File: config.mk
export PLATFORM = sky130hd
export DESIGN_NAME = ex_hazard_ctrl_flat
export DESIGN_NICKNAME = d
export VERILOG_FILES = /design/src/rtl/hazard_pkg.sv /design/src/rtl/ex_hazard_ctrl_if.sv /design/src/rtl/ex_cgra_wait_fsm.sv /design/src/rtl/ex_hazard_ctrl.sv /design/src/flat_wrapper.sv
export SDC_FILE = /design/constraint.sdc
export NUM_CORES = 1
export LEC_CHECK = 0
export CAP_MARGIN = 20
export CORE_MARGIN = 8
export CORE_UTILIZATION = 49
export DETAILED_ROUTE_END_ITERATION = 10
export PLACE_DENSITY_LB_ADDON = 0.08
export SYNTH_ARGS = -nofsm -noshare
export SYNTH_HDL_FRONTEND = slang
export SYNTH_HIERARCHICAL = 1
export SYNTH_SLANG_ARGS = --single-unit
File: constraint.sdc
create_clock -name clk_i -period 3.5 [get_ports clk_i]
set_clock_uncertainty 0.1 [all_clocks]
set_input_delay 0.7 -clock clk_i [delete_from_list [all_inputs] [get_ports clk_i]]
set_output_delay 0.7 -clock clk_i [all_outputs]
set_load 0.01 [all_outputs]
File: src/rtl/hazard_pkg.sv
// Shared types for the EX-stage hazard controller: CGRA handshake states,
// the hard-wired zero register index and the load-use match helper.
package hazard_pkg;

    typedef enum logic [1:0] {
        RUN       = 2'd0,
        CGRA_REQ  = 2'd1,
        CGRA_WAIT = 2'd2
    } hz_state_e;

    localparam logic [4:0] REG_ZERO = 5'd0;

    // r0 is never a real producer, so a load targeting it cannot create a hazard.
    function automatic logic load_use_hit(
        input logic       mem_read,
        input logic [4:0] rd,
        input logic [4:0] rs,
        input logic [4:0] rt,
        input logic       uses_rt
    );
        return mem_read && (rd != REG_ZERO) && ((rd == rs) || (uses_rt && (rd == rt)));
    endfunction

endpackage

File: src/rtl/ex_hazard_ctrl_if.sv
// Pipeline-side bundle of the hazard controller: ID/EX hazard inputs, CGRA
// handshake and the stall/bubble/flush controls returned to the pipeline.
interface ex_hazard_ctrl_if;

    logic [4:0] id_rs_addr_i;
    logic [4:0] id_rt_addr_i;
    logic       id_uses_rt_i;
    logic       ex_mem_read_i;
    logic [4:0] ex_rd_addr_i;
    logic       ex_cgra_op_i;
    logic       branch_taken_i;
    logic       cgra_ack_i;
    logic       cgra_done_i;

    logic       pc_write_o;
    logic       if_id_write_o;
    logic       if_id_flush_o;
    logic       id_ex_bubble_o;
    logic       ex_hold_o;
    logic       cgra_req_o;
    logic       cgra_timeout_o;

    modport master (
        output id_rs_addr_i, id_rt_addr_i, id_uses_rt_i, ex_mem_read_i, ex_rd_addr_i,
               ex_cgra_op_i, branch_taken_i, cgra_ack_i, cgra_done_i,
        input  pc_write_o, if_id_write_o, if_id_flush_o, id_ex_bubble_o, ex_hold_o,
               cgra_req_o, cgra_timeout_o
    );

    modport slave (
        input  id_rs_addr_i, id_rt_addr_i, id_uses_rt_i, ex_mem_read_i, ex_rd_addr_i,
               ex_cgra_op_i, branch_taken_i, cgra_ack_i, cgra_done_i,
        output pc_write_o, if_id_write_o, if_id_flush_o, id_ex_bubble_o, ex_hold_o,
               cgra_req_o, cgra_timeout_o
    );

endinterface

File: src/rtl/ex_cgra_wait_fsm.sv
// CGRA request/ack/done sequencer with bounded wait: owns the handshake state,
// the timeout counter, the registered request and the sticky timeout flag.
module ex_cgra_wait_fsm
    import hazard_pkg::*;
#(
    parameter int CGRA_TIMEOUT = 1024,
    parameter int TMO_W        = 16
) (
    input  logic clk_i,
    input  logic start_i,
    input  logic start_req_i,
    input  logic cgra_ack_i,
    input  logic cgra_done_i,
    output logic busy_o,
    output logic complete_o,
    output logic cgra_req_o,
    output logic cgra_timeout_o
);

    localparam logic [TMO_W-1:0] TMO_LAST = TMO_W'(CGRA_TIMEOUT - 1);

    hz_state_e        state_q;
    logic [TMO_W-1:0] tmo_cnt_q;
    logic             done_hit;
    logic             tmo_hit;

    // done without ack in CGRA_REQ is not a completion: the CGRA never took the request.
    always_comb begin
        done_hit = ((state_q == CGRA_REQ) && cgra_ack_i && cgra_done_i) ||
                   ((state_q == CGRA_WAIT) && cgra_done_i);
        tmo_hit  = (state_q != RUN) && (tmo_cnt_q == TMO_LAST);
    end

    assign busy_o     = (state_q != RUN);
    assign complete_o = done_hit || tmo_hit;

    always_ff @(posedge clk_i or negedge start_i) begin
        if (!start_i) begin
            state_q        <= RUN;
            tmo_cnt_q      <= '0;
            cgra_req_o     <= 1'b0;
            cgra_timeout_o <= 1'b0;
        end else begin
            case (state_q)
                RUN: begin
                    if (start_req_i) begin
                        state_q    <= CGRA_REQ;
                        tmo_cnt_q  <= '0;
                        cgra_req_o <= 1'b1;
                    end
                end
                CGRA_REQ, CGRA_WAIT: begin
                    if (complete_o) begin
                        state_q    <= RUN;
                        tmo_cnt_q  <= '0;
                        cgra_req_o <= 1'b0;
                        if (!done_hit) cgra_timeout_o <= 1'b1;
                    end else begin
                        tmo_cnt_q <= tmo_cnt_q + TMO_W'(1);
                        if ((state_q == CGRA_REQ) && cgra_ack_i) begin
                            state_q    <= CGRA_WAIT;
                            cgra_req_o <= 1'b0;
                        end
                    end
                end
                default: begin
                    state_q    <= RUN;
                    cgra_req_o <= 1'b0;
                end
            endcase
        end
    end

endmodule

File: src/rtl/ex_hazard_ctrl.sv
// EX-stage hazard controller: branch flush, CGRA stall and load-use bubble.
// Define HAZARD_PERF_CNT_EN to add stall_cnt_o / flush_cnt_o event counters.
module ex_hazard_ctrl
    import hazard_pkg::*;
#(
    parameter int CGRA_TIMEOUT = 1024,
    parameter int TMO_W        = 16
) (
    input  logic                 clk_i,
    input  logic                 start_i,
    ex_hazard_ctrl_if.slave      hz
`ifdef HAZARD_PERF_CNT_EN
    ,
    output logic [31:0]          stall_cnt_o,
    output logic [31:0]          flush_cnt_o
`endif
);

    logic busy;
    logic complete;
    logic cgra_go;
    logic lu_hit;

    assign lu_hit  = load_use_hit(hz.ex_mem_read_i, hz.ex_rd_addr_i, hz.id_rs_addr_i,
                                  hz.id_rt_addr_i, hz.id_uses_rt_i);
    // A taken branch squashes the CGRA op sitting in EX, so it must not start a handshake.
    assign cgra_go = hz.ex_cgra_op_i && !hz.branch_taken_i;

    ex_cgra_wait_fsm #(
        .CGRA_TIMEOUT (CGRA_TIMEOUT),
        .TMO_W        (TMO_W)
    ) u_wait_fsm (
        .clk_i          (clk_i),
        .start_i        (start_i),
        .start_req_i    (cgra_go),
        .cgra_ack_i     (hz.cgra_ack_i),
        .cgra_done_i    (hz.cgra_done_i),
        .busy_o         (busy),
        .complete_o     (complete),
        .cgra_req_o     (hz.cgra_req_o),
        .cgra_timeout_o (hz.cgra_timeout_o)
    );

    always_comb begin
        hz.pc_write_o     = 1'b1;
        hz.if_id_write_o  = 1'b1;
        hz.if_id_flush_o  = 1'b0;
        hz.id_ex_bubble_o = 1'b0;
        hz.ex_hold_o      = 1'b0;
        if (!start_i) begin
            // Hold the front end and inject NOPs while reset is asserted.
            hz.pc_write_o     = 1'b0;
            hz.if_id_write_o  = 1'b0;
            hz.id_ex_bubble_o = 1'b1;
        end else if (busy) begin
            if (!complete) begin
                hz.pc_write_o    = 1'b0;
                hz.if_id_write_o = 1'b0;
                hz.ex_hold_o     = 1'b1;
            end
        end else if (hz.branch_taken_i) begin
            hz.if_id_flush_o  = 1'b1;
            hz.id_ex_bubble_o = 1'b1;
        end else if (hz.ex_cgra_op_i) begin
            hz.pc_write_o    = 1'b0;
            hz.if_id_write_o = 1'b0;
            hz.ex_hold_o     = 1'b1;
        end else if (lu_hit) begin
            hz.pc_write_o     = 1'b0;
            hz.if_id_write_o  = 1'b0;
            hz.id_ex_bubble_o = 1'b1;
        end
    end

`ifdef HAZARD_PERF_CNT_EN
    logic [31:0] stall_cnt_q, stall_cnt_d;
    logic [31:0] flush_cnt_q, flush_cnt_d;

    always_comb begin
        stall_cnt_d = stall_cnt_q + {31'd0, !hz.pc_write_o};
        flush_cnt_d = flush_cnt_q + {31'd0, hz.if_id_flush_o};
    end

    always_ff @(posedge clk_i or negedge start_i) begin
        if (!start_i) begin
            stall_cnt_q <= '0;
            flush_cnt_q <= '0;
        end else begin
            stall_cnt_q <= stall_cnt_d;
            flush_cnt_q <= flush_cnt_d;
        end
    end

    assign stall_cnt_o = stall_cnt_q;
    assign flush_cnt_o = flush_cnt_q;
`endif

endmodule
File: src/flat_wrapper.sv
// flat-port wrapper written by rule: the top's interface ports become plain ports
module ex_hazard_ctrl_flat import hazard_pkg::*;
#(
    parameter int CGRA_TIMEOUT = 1024,
    parameter int TMO_W        = 16
)
  (clk_i, start_i, hz_id_rs_addr_i, hz_id_rt_addr_i, hz_id_uses_rt_i, hz_ex_mem_read_i, hz_ex_rd_addr_i, hz_ex_cgra_op_i, hz_branch_taken_i, hz_cgra_ack_i, hz_cgra_done_i, hz_pc_write_o, hz_if_id_write_o, hz_if_id_flush_o, hz_id_ex_bubble_o, hz_ex_hold_o, hz_cgra_req_o, hz_cgra_timeout_o);
  ex_hazard_ctrl_if hz_i ();
  input  logic clk_i;
  input  logic start_i;
  input wire logic [$bits(hz_i.id_rs_addr_i)-1:0] hz_id_rs_addr_i;
  input wire logic [$bits(hz_i.id_rt_addr_i)-1:0] hz_id_rt_addr_i;
  input wire logic [$bits(hz_i.id_uses_rt_i)-1:0] hz_id_uses_rt_i;
  input wire logic [$bits(hz_i.ex_mem_read_i)-1:0] hz_ex_mem_read_i;
  input wire logic [$bits(hz_i.ex_rd_addr_i)-1:0] hz_ex_rd_addr_i;
  input wire logic [$bits(hz_i.ex_cgra_op_i)-1:0] hz_ex_cgra_op_i;
  input wire logic [$bits(hz_i.branch_taken_i)-1:0] hz_branch_taken_i;
  input wire logic [$bits(hz_i.cgra_ack_i)-1:0] hz_cgra_ack_i;
  input wire logic [$bits(hz_i.cgra_done_i)-1:0] hz_cgra_done_i;
  output wire logic [$bits(hz_i.pc_write_o)-1:0] hz_pc_write_o;
  output wire logic [$bits(hz_i.if_id_write_o)-1:0] hz_if_id_write_o;
  output wire logic [$bits(hz_i.if_id_flush_o)-1:0] hz_if_id_flush_o;
  output wire logic [$bits(hz_i.id_ex_bubble_o)-1:0] hz_id_ex_bubble_o;
  output wire logic [$bits(hz_i.ex_hold_o)-1:0] hz_ex_hold_o;
  output wire logic [$bits(hz_i.cgra_req_o)-1:0] hz_cgra_req_o;
  output wire logic [$bits(hz_i.cgra_timeout_o)-1:0] hz_cgra_timeout_o;
  assign hz_i.id_rs_addr_i = hz_id_rs_addr_i;
  assign hz_i.id_rt_addr_i = hz_id_rt_addr_i;
  assign hz_i.id_uses_rt_i = hz_id_uses_rt_i;
  assign hz_i.ex_mem_read_i = hz_ex_mem_read_i;
  assign hz_i.ex_rd_addr_i = hz_ex_rd_addr_i;
  assign hz_i.ex_cgra_op_i = hz_ex_cgra_op_i;
  assign hz_i.branch_taken_i = hz_branch_taken_i;
  assign hz_i.cgra_ack_i = hz_cgra_ack_i;
  assign hz_i.cgra_done_i = hz_cgra_done_i;
  assign hz_pc_write_o = hz_i.pc_write_o;
  assign hz_if_id_write_o = hz_i.if_id_write_o;
  assign hz_if_id_flush_o = hz_i.if_id_flush_o;
  assign hz_id_ex_bubble_o = hz_i.id_ex_bubble_o;
  assign hz_ex_hold_o = hz_i.ex_hold_o;
  assign hz_cgra_req_o = hz_i.cgra_req_o;
  assign hz_cgra_timeout_o = hz_i.cgra_timeout_o;
  ex_hazard_ctrl #(.CGRA_TIMEOUT(CGRA_TIMEOUT), .TMO_W(TMO_W)) u_core (.clk_i(clk_i), .start_i(start_i), .hz(hz_i));
endmodule
Word-level counts from Yosys, hierarchy flattened
Cells that the tools add are included.

Add/subtract/negate cells: 1. Equal/unequal tests: 7. Mux-type cells: 30. Bitwise gates (word level): 1. Reduce and logical (&&, ||, !) cells: 20.

Operator list (number): $mux W16 (2); $pmux W16 S2 (1); $mux W1 (22); $add A16 B1 Y16 const B (1); $eq A16 B10 Y1 const B (1); $eq A5 B5 Y1 (2); $logic_and A1 B1 Y1 (8); $mux W2 (3); $reduce_bool A5 Y1 (1); $pmux W2 S2 (1); $reduce_and A2 Y1 (2); $reduce_bool A2 Y1 (2); $logic_or A1 B1 Y1 (3); $ne A3 B2 Y1 const B (1); $reduce_and A3 Y1 (1); $eq A2 B1 Y1 const B (1); $eq A2 B2 Y1 const B (1); $logic_not A2 Y1 (1); $ne A2 B1 Y1 const B (1); $pmux W1 S2 (1); $reduce_or A2 Y1 (1); $logic_not A1 Y1 (1); $not A1 Y1 (1).

Bits in registers: 20. Bits of input ports: 23.

Logic depth before layout (Yosys ltp)
Gate-level depths: netlist of the first run.

Depth after elaboration: 9. Gate-level depth with buffers: 10. Mapped depth without buffers: 9.

By module
The synthesis of the first run kept the hierarchy.

Modules (own cells, without submodules): ex_cgra_wait_fsm (times used 1, cells each 111, area an instance 1083.5 sq um); ex_hazard_ctrl (times used 1, cells each 27, area an instance 201.4 sq um).

Worst setup path after synthesis of the first run
Ideal clock, no wire load.

Path kind: register to output. Start point: register u_core.u_wait_fsm.state_q[0]. End point: output port hz_pc_write_o. Arrival: 2.123 ns. Path slack: 0.577 ns. Stages on the path, launching flop included: 11. Path buffers: 1. Path through: dfrtp_1 inv_1 ha_1 or4_4 nor4_4 nand2_1 o21ai_0 inv_1 mux2i_1 o211a_1 buf_4.

Cells in the longest elaborated chain, start to end: 8. Elaborated cells on any way between the ends: 12. Classes of those cells: eq/ne: 2; mux: 3; reduce/logical: 7.

Ends and longest elaborated chain: start: declaration (line ex_cgra_wait_fsm.sv:22) `hz_state_e state_q;`; start signal: assignment (line ex_cgra_wait_fsm.sv:39) `state_q <= RUN;`; start signal: assignment (line ex_cgra_wait_fsm.sv:47) `state_q <= CGRA_REQ;`; start signal: assignment (line ex_cgra_wait_fsm.sv:54) `state_q <= RUN;`; $eq A2 B1 Y1 (line ex_cgra_wait_fsm.sv:29) `done_hit = ((state_q == CGRA_REQ) && cgra_ack_i && cgra_done_i) ||`; $logic_and A1 B1 Y1 (2 in a row) (line ex_cgra_wait_fsm.sv:29); $logic_or A1 B1 Y1 (line ex_cgra_wait_fsm.sv:29); $logic_or A1 B1 Y1 * (line ex_cgra_wait_fsm.sv:35) `assign complete_o = done_hit || tmo_hit;`; net u_core.complete (line ex_hazard_ctrl.sv:20) `logic complete;`; $mux W1 * (3 in a row); end: declaration (line flat_wrapper.sv:20) `output wire logic [$bits(hz_i.pc_write_o)-1:0] hz_pc_write_o;`.

Mark *: on every way through the listed nets, which the timed path passes. The rest lies on a longest branch.

Worst setup path after layout of the first run
Start point: input port hz_ex_rd_addr_i[1]. End point: output port hz_id_ex_bubble_o.

Cells in the longest elaborated chain, start to end: 9. Elaborated cells on any way between the ends: 12. Classes of those cells: eq/ne: 2; mux: 5; reduce/logical: 5.

Ends and longest elaborated chain: start: declaration (line flat_wrapper.sv:15) `input wire logic [$bits(hz_i.ex_rd_addr_i)-1:0] hz_ex_rd_addr_i;`; $eq A5 B5 Y1 (line hazard_pkg.sv:21) `return mem_read && (rd != REG_ZERO) && ((rd == rs) || (uses_rt && (rd == rt)));`; $logic_and A1 B1 Y1 (line hazard_pkg.sv:21); $logic_or A1 B1 Y1 (line hazard_pkg.sv:21); $logic_and A1 B1 Y1 * (line hazard_pkg.sv:21); $mux W1 * (line ex_hazard_ctrl.sv:68) `end else if (lu_hit) begin`; $mux W1 * (line ex_hazard_ctrl.sv:64) `end else if (hz.ex_cgra_op_i) begin`; $mux W1 * (line ex_hazard_ctrl.sv:61) `end else if (hz.branch_taken_i) begin`; $mux W1 * (line ex_hazard_ctrl.sv:55) `end else if (busy) begin`; $mux W1 * (line ex_hazard_ctrl.sv:50) `if (!start_i) begin`; end: declaration (line flat_wrapper.sv:23) `output wire logic [$bits(hz_i.id_ex_bubble_o)-1:0] hz_id_ex_bubble_o;`.

Every way passes the cells marked *; elsewhere a longest branch is shown, timed or not.

==> summary.txt, run 1 <==
GRT
  • Tot GR Track Use: 14.4%
  • Largest net degree at the start of global routing: 21
  • Grt met1 use: 16.3%
  • First-pass GRT wire length: a little over 5 mm
  • Met3 GRT Util: 5.30%
  • Most Used Layer, Global Route: met2
  • Met2 Use GR: 25.2%
  • Number of global-route vias before repair: 1177
  • Initial antenna violation count: 0
  • Total grt overflow: 0

Worst hold path
  • Hold Path Class: reg -> reg

Power and ir drop
  • Sw power: 0.286 mW
  • Int Pwr: 0.468 mW
  • Switch share: 37.9%
  • Clock power frac: 14.4%
  • Comb pwr share: 49.5%
  • Leakage: 0.744 nW
  • VDD IR-drop max: 0.325 mV
  • Power Total: 0.755 mW
  • PwrDens: ~460 mW/mm²
  • Sequential share of power: a little over a third

Synthesis
  • Post-synth top area share: between 30 and 40%
  • Most area-hungry cell type in the Yosys netlist: dfrtp_1
  • Asr flop ratio synth: 100%
  • Count leader, synth: xor2_1
  • Post-Synthesis Cells: 138
  • Synth Register Bits: 20
  • Synthesized area: 0.00128 mm²
  • Post-Syn Nets: 167
  • Synth warnings: 6
  • Synth top cells by count: 21 x xor2_1, 20 x dfrtp_1, 17 x nor2_1
  • Synth Area per Inst: 9.31 µm²
  • Post-synth EDFFs: 0
  • Synth area leaders: dfrtp_1 39%, xor2_1 14%, ha_1 5.8%, nor2_1 5.0%, nand2_1 3.5%
  • Main synth FF type: dfrtp_1
  • Sequential cell area fraction in the yosys report: around two fifths
  • Synth cell types: 38

Placement
  • Area after DPL: 0.00164 mm²
  • Port buffer count: 29
  • Final GP Congestion: 0.764
  • Post-DP HPWL: approximately 2.3 mm

Floorplan
  • Initial Utilization: 51.9%
  • Die Area: between 0.004 and 0.005 mm²
  • Rows: 18
  • Io pins: 30
  • Die X: 67.2 µm
  • Core Region: 0.00248 mm²
  • Die height: 67.2 µm

STA
  • Fmax: 297 MHz
  • Max-slew violation count: 0
  • # setup viols final: 0
  • Final hold vios: 0
  • Setup tns final: 0 ns
  • Max-slew headroom: 51.5%
  • Final Critical Period: approximately 3.4 ns
  • Unrepaired setup endpoints after global routing: false
  • Final Cycle Share: 96.3%
  • Slew @ Worst Pin: between 0.7 and 0.8 ns

Final layout
  • Ant. Diodes: 0
  • Fin area: 0.00166 mm²
  • Area Growth Syn to Fin: 29.0%
  • Final net count: 205
  • Proportion of layout cells with a drive suffix above 1: 9.77%
  • Finished Core Util: 66.9%

Routing
  • Routed wire length: between 2 and 3 mm
  • Number of DRC violations after detailed-routing iteration 0: 48
  • Via count: roughly 1100
  • Antenna Violating Nets Remaining: 0
  • Vias per inst: 5.45
  • Drt wl/cell: 14.6 µm
  • DRC viols: 0
  • DRT Pass-1 Iters: 4

CTS
  • Clock latency on the worst-skew pair: about 0.30 ns
  • Cts hold-fix bufs: 0
  • Clk slew on worst S/H paths: 0.11 ns
  • H-tree levels: 1
  • Clock buffer depth: 2
  • CTS tree: built
  • CTS root buf: clkbuf_4
  • # clock sinks: 20
  • Num CTS Buffers: 3

Critical path
  • Crit Path Category: in -> out
  • Worst Path Max Fanout: 3
  • Crit end category: output pin
  • Worst path slowest cell: clkdlybuf4s50_1
  • CP Launch Type: primary input
  • Worst path cell trace: clkdlybuf4s50_1, xor2_1, nor4_1, a32oi_1, o221ai_1, clkdlybuf4s50_1
  • Crit path DAT: 2.57 ns
  • Crit path largest cell delay: approximately 0.58 ns
  • CP dominant cell by count: clkdlybuf4s50_1
  • Worst EP required: 2.70 ns

Run status
  • Status: finished, final reports clean

Run
  • Max-cap violation count: 0
## critical path, delay by kind of cell
| kind | cells | cell delay [ns] |
|---|---|---|
| XOR/XNOR | 1 | 0.18 |
| AO/OA/AOI/OAI | 2 | 0.36 |
| buffers and inverters | 2 | 1.05 |
| AND/OR/NAND/NOR | 1 | 0.27 |
## repair_timing
action / CTS / global route
pin swaps: 0 / 2
cloned: 0 / 0
setup buffers: 1 / 0
setup endpoints to repair: 3 / 2
endpoints found under the hold margin: 0 / 0
resized for setup: 3 / 7
## routing by layer
layer	share of wire, %	routed length, µm
met2	49	1480
met3	6.0	179
met4	0.90	27
met1	44	1300
met5	0	0
## flip-flops by register name, summed over array words and instances, names as in the netlist
register,flops
u_core/u_wait_fsm/cgra_req_o,1
u_core/u_wait_fsm/state_q,2
u_core/u_wait_fsm/tmo_cnt_q,16
u_core/u_wait_fsm/cgra_timeout_o,1
## power by group through the flow
stage	sequential (mW)	combinational (mW)	clock, mW
after CTS	0.273	0.376	0.110
after floorplan	0.278	0.239	0
after detailed placement	0.279	0.375	0
final	0.273	0.373	0.109
after global routing	0.276	0.415	0.122
after global placement	0.277	0.364	0
## path summary, 6_finish.rpt
kind	cells after the start	endpoint	slack, ns	from
max	6	hz_id_ex_bubble_o	0.13	hz_ex_rd_addr_i[1]
min	1	u_core/u_wait_fsm/cgra_timeout_o	0.39	u_core/u_wait_fsm/cgra_timeout_o
max reg2reg	8	u_core/u_wait_fsm/state_q[0]	1.09	u_core/u_wait_fsm/state_q[1]
min reg2reg	1	u_core/u_wait_fsm/cgra_timeout_o	0.39	u_core/u_wait_fsm/cgra_timeout_o
max in group asynchronous	2	u_core/u_wait_fsm/tmo_cnt_q[8]	2.33	start_i
min in group asynchronous	2	u_core/u_wait_fsm/cgra_req_o	0.77	start_i
## cells in the final DEF (no fill, tap or decap), drive strengths merged, types with 2 or more instances in the layout
cell type      count
nor3               4
inv                6
clkbuf             5
xor2              21
or4                2
or3                2
xnor2              2
nor4               2
and3               3
a21oi              2
nand4              5
nor2              17
dfrtp             20
nand2             12
nor2b              3
nand3              7
buf                6
ha                 6
clkdlybuf4s50     26
o21ai              7
## cell families after synthesis
| logic type | count (synthesis) | synth area share (%) |
|---|---|---|
| mux | 2 | 1.95 |
| compound gates | 18 | 9.74 |
| flops | 20 | 38.9 |
| xor+xnor | 23 | 15.7 |
| buf+inv | 8 | 2.92 |
| simple gates | 61 | 24.9 |
| fa+ha+maj | 6 | 5.84 |
## stage by stage
step                      hold WS [ns]  instances  setup WS, ns
after global routing             0.447        204       0.00731
after floorplan                  0.304        138         0.577
final                            0.392        204         0.129
after global placement           0.363        200        0.0669
after detailed placement         0.367        200        0.0548
after CTS                        0.395        204        0.0893
## cell type report
class                   count  area (µm²)
clock buffers               3        22.5
inverters                   6        22.5
well taps                  30        37.5
fillers                   199         820
flip-flops and latches     20         500
repair buffers             35         325
multi-input cells         110         749
No activity file was read; power rests on OpenSTA's default activity.
==> run 2, diff against run 1 <==
- CTS_CLUSTER_DIAMETER: default -> 150
==> results of run 2 <==
No change in the layout: final DEF, timing and power equal those of run 1.
==> run 3, diff against run 2 <==
- CAP_MARGIN: 20 -> 40
- CORE_UTILIZATION: 49 -> 38
==> run 3 against run 2 <==
Compared with the run above: final area grew 1.9%; sequential share of layout area decreased by 0.56 points; hold slack improved by 0.020 ns; register-to-register slack better by 0.02 ns; flip-flop and latch count unchanged; die area increased by 22%; count of clock-buffer cells in the layout stayed put; non-clock buffer count grew 2; power fell by 0.86%; first-iteration DRC count shrank 52%; global-route usage decreased by 2.2 points; combinational power fell by 2%; critical endpoint unchanged; largest cell class unchanged.
==> summary.txt, run 3 (synthesized netlist as in run 1, its figures left out) <==
CTS
  • CTS root buf: clkbuf_4
  • Num CTS Buffers: 3
  • # clock sinks: 20
  • H-tree levels: 1
  • Clk slew on worst S/H paths: 0.11 ns
  • Clock buffer depth: 2
  • Clock latency on the worst-skew pair: 0.30 ns
  • CTS tree: built

Power and ir drop
  • VDD IR-drop max: about 0.19 mV
  • Power Total: 0.748 mW
  • Sequential share of power: 36.5%
  • Sw power: approximately 0.28 mW
  • Switch share: 37.7%
  • Leakage: 0.758 nW
  • Clock power frac: 14.5%
  • PwrDens: 443 mW/mm²
  • Comb pwr share: 49.0%
  • Int Pwr: 0.466 mW

STA
  • Hold WS: 0.412 ns
  • Final Cycle Share: 96.8%
  • Setup tns final: 0 ns
  • Final hold vios: 0
  • Final Critical Period: 3.39 ns
  • # setup viols final: 0
  • Unrepaired setup endpoints after global routing: false
  • Max-slew violation count: 0
  • Max-slew headroom: 68.4%
  • Slew @ Worst Pin: 0.470 ns
  • Fmax: 295 MHz

GRT
  • First-pass GRT wire length: 5.26 mm
  • Largest net degree at the start of global routing: 21
  • Number of global-route vias before repair: 1163
  • Initial antenna violation count: 0
  • Total grt overflow: 0
  • Tot GR Track Use: roughly 12%

Routing
  • Antenna Violating Nets Remaining: 0
  • Routed wire length: 2.97 mm
  • Number of DRC violations after detailed-routing iteration 0: 23
  • Vias per inst: 4.79
  • Via count: 1064
  • Met2 wire length: 1.47 mm
  • Max Used Layer: met4
  • DRT Pass-1 Iters: 4
  • Drt wl/cell: 13.4 µm
  • Metal-1 WL: around 1.3 mm
  • DRC viols: 0
  • Met3 wire length: roughly 140 µm

Final layout
  • Final net count: 207
  • Proportion of layout cells with a drive suffix above 1: 10.2%
  • Commonest non-fill, non-tap cell in the layout: clkdlybuf4s50_1
  • Finished Core Util: 51.4%
  • Fin area: 0.00169 mm²
  • Largest regs: u_core/u_wait_fsm/tmo_cnt_q (16), u_core/u_wait_fsm/state_q (2)
  • Largest Register: u_core/u_wait_fsm/tmo_cnt_q
  • Max reg flops: 16
  • Ant. Diodes: 0
  • Area Growth Syn to Fin: 31.5%
  • Commonest non-fill, non-tap cells in the layout: 26 x clkdlybuf4s50_1, 21 x xor2_1, 20 x dfrtp_1

Critical path
  • CP dominant cell by count: clkdlybuf4s50_1
  • Crit path DAT: 2.59 ns
  • Worst EP required: ~2.7 ns
  • CP Launch Type: primary input
  • Top delay family on crit path: buffers and inverters
  • Crit path largest cell delay: roughly 0.54 ns
  • Worst path cell trace: clkdlybuf4s50_1, or4_1, o21ai_1, or3_2, o221ai_1, clkdlybuf4s50_1
  • Crit Path Category: in -> out
  • Worst Path Max Fanout: 3
  • CP bufs+invs: 2
  • Worst path slowest cell: or4_1
  • Crit end category: output pin

Floorplan
  • Die height: roughly 74 µm
  • Io pins: 30
  • Core Region: around 0.0033 mm²
  • Die Area: about 0.0055 mm²
  • Initial Utilization: between 30% and 40%
  • Rows: 21
  • Die X: roughly 74 µm

Placement
  • Post-DP HPWL: approximately 2.3 mm
  • Port buffer count: 29
  • Final GP Congestion: 0.779
  • Area after DPL: 0.00166 mm²

Worst hold path
  • Hold Path Class: reg -> reg

Run status
  • Status: finished, final reports clean

Run
  • Max-cap violation count: 0
==> run 3: layout make-up <==
cell class	instances	area (µm²)
Inverter	6	22.5
Clock buffer	3	22.5
Sequential cell	20	500
Tap cell	46	57.6
Timing Repair Buffer	37	339
Multi-Input combinational cell	110	747
Fill cell	322	1600
==> run 3: power by group through the flow <==
stage	Combinational (mW)	Sequential (mW)	Clock (mW)
CTS	0.373	0.273	0.116
global route	0.409	0.277	0.126
floorplan	0.239	0.278	0
finish	0.367	0.273	0.108
global placement	0.358	0.280	0
detailed placement	0.363	0.281	0
==> run 3: final timing paths <==
| path | from | to | depth (start not counted) | slack, ns |
|---|---|---|---|---|
| worst max register to register | u_core/u_wait_fsm/state_q[0] | u_core/u_wait_fsm/state_q[0] | 8 | 1.11 |
| max in group asynchronous | start_i | u_core/u_wait_fsm/tmo_cnt_q[10] | 2 | 2.31 |
| worst max-delay path | hz_ex_rd_addr_i[3] | hz_id_ex_bubble_o | 6 | 0.11 |
| worst min register to register | u_core/u_wait_fsm/cgra_timeout_o | u_core/u_wait_fsm/cgra_timeout_o | 1 | 0.41 |
| min in group asynchronous | start_i | u_core/u_wait_fsm/cgra_req_o | 2 | 0.77 |
| worst min-delay path | u_core/u_wait_fsm/cgra_timeout_o | u_core/u_wait_fsm/cgra_timeout_o | 1 | 0.41 |
==> run 3: metal layers <==
layer / vias to the layer above / track usage (%)
li1: 549 / -
met1: 497 / 14.1
met2: 16 / 21.0
met3: 2 / 4.58
met4: 0 / 2.00
met5: - / 0
==> run 3: stage by stage <==
step,std cells,setup WS [ns]
after floorplan,138,0.577
after CTS,222,0.0514
after global routing,222,0.0103
after detailed placement,217,0.0279
final,222,0.113
after global placement,217,0.0646
==> run 3: worst register-to-register path: cells and delay by family (launching register included) <==
family	cells	cell delay [ns]
buf+inv	2	0.24
compound gates	2	0.33
flops	1	0.38
fa+ha+maj	1	0.23
mux	1	0.29
simple gates	2	0.71
==> run 3: repair_timing <==
action	4_1_cts	5_1_grt
setup endpoints to repair	3	2
hold buffers	0	0
gates resized for setup	3	4
pin swaps	0	1
setup buffers	2	0
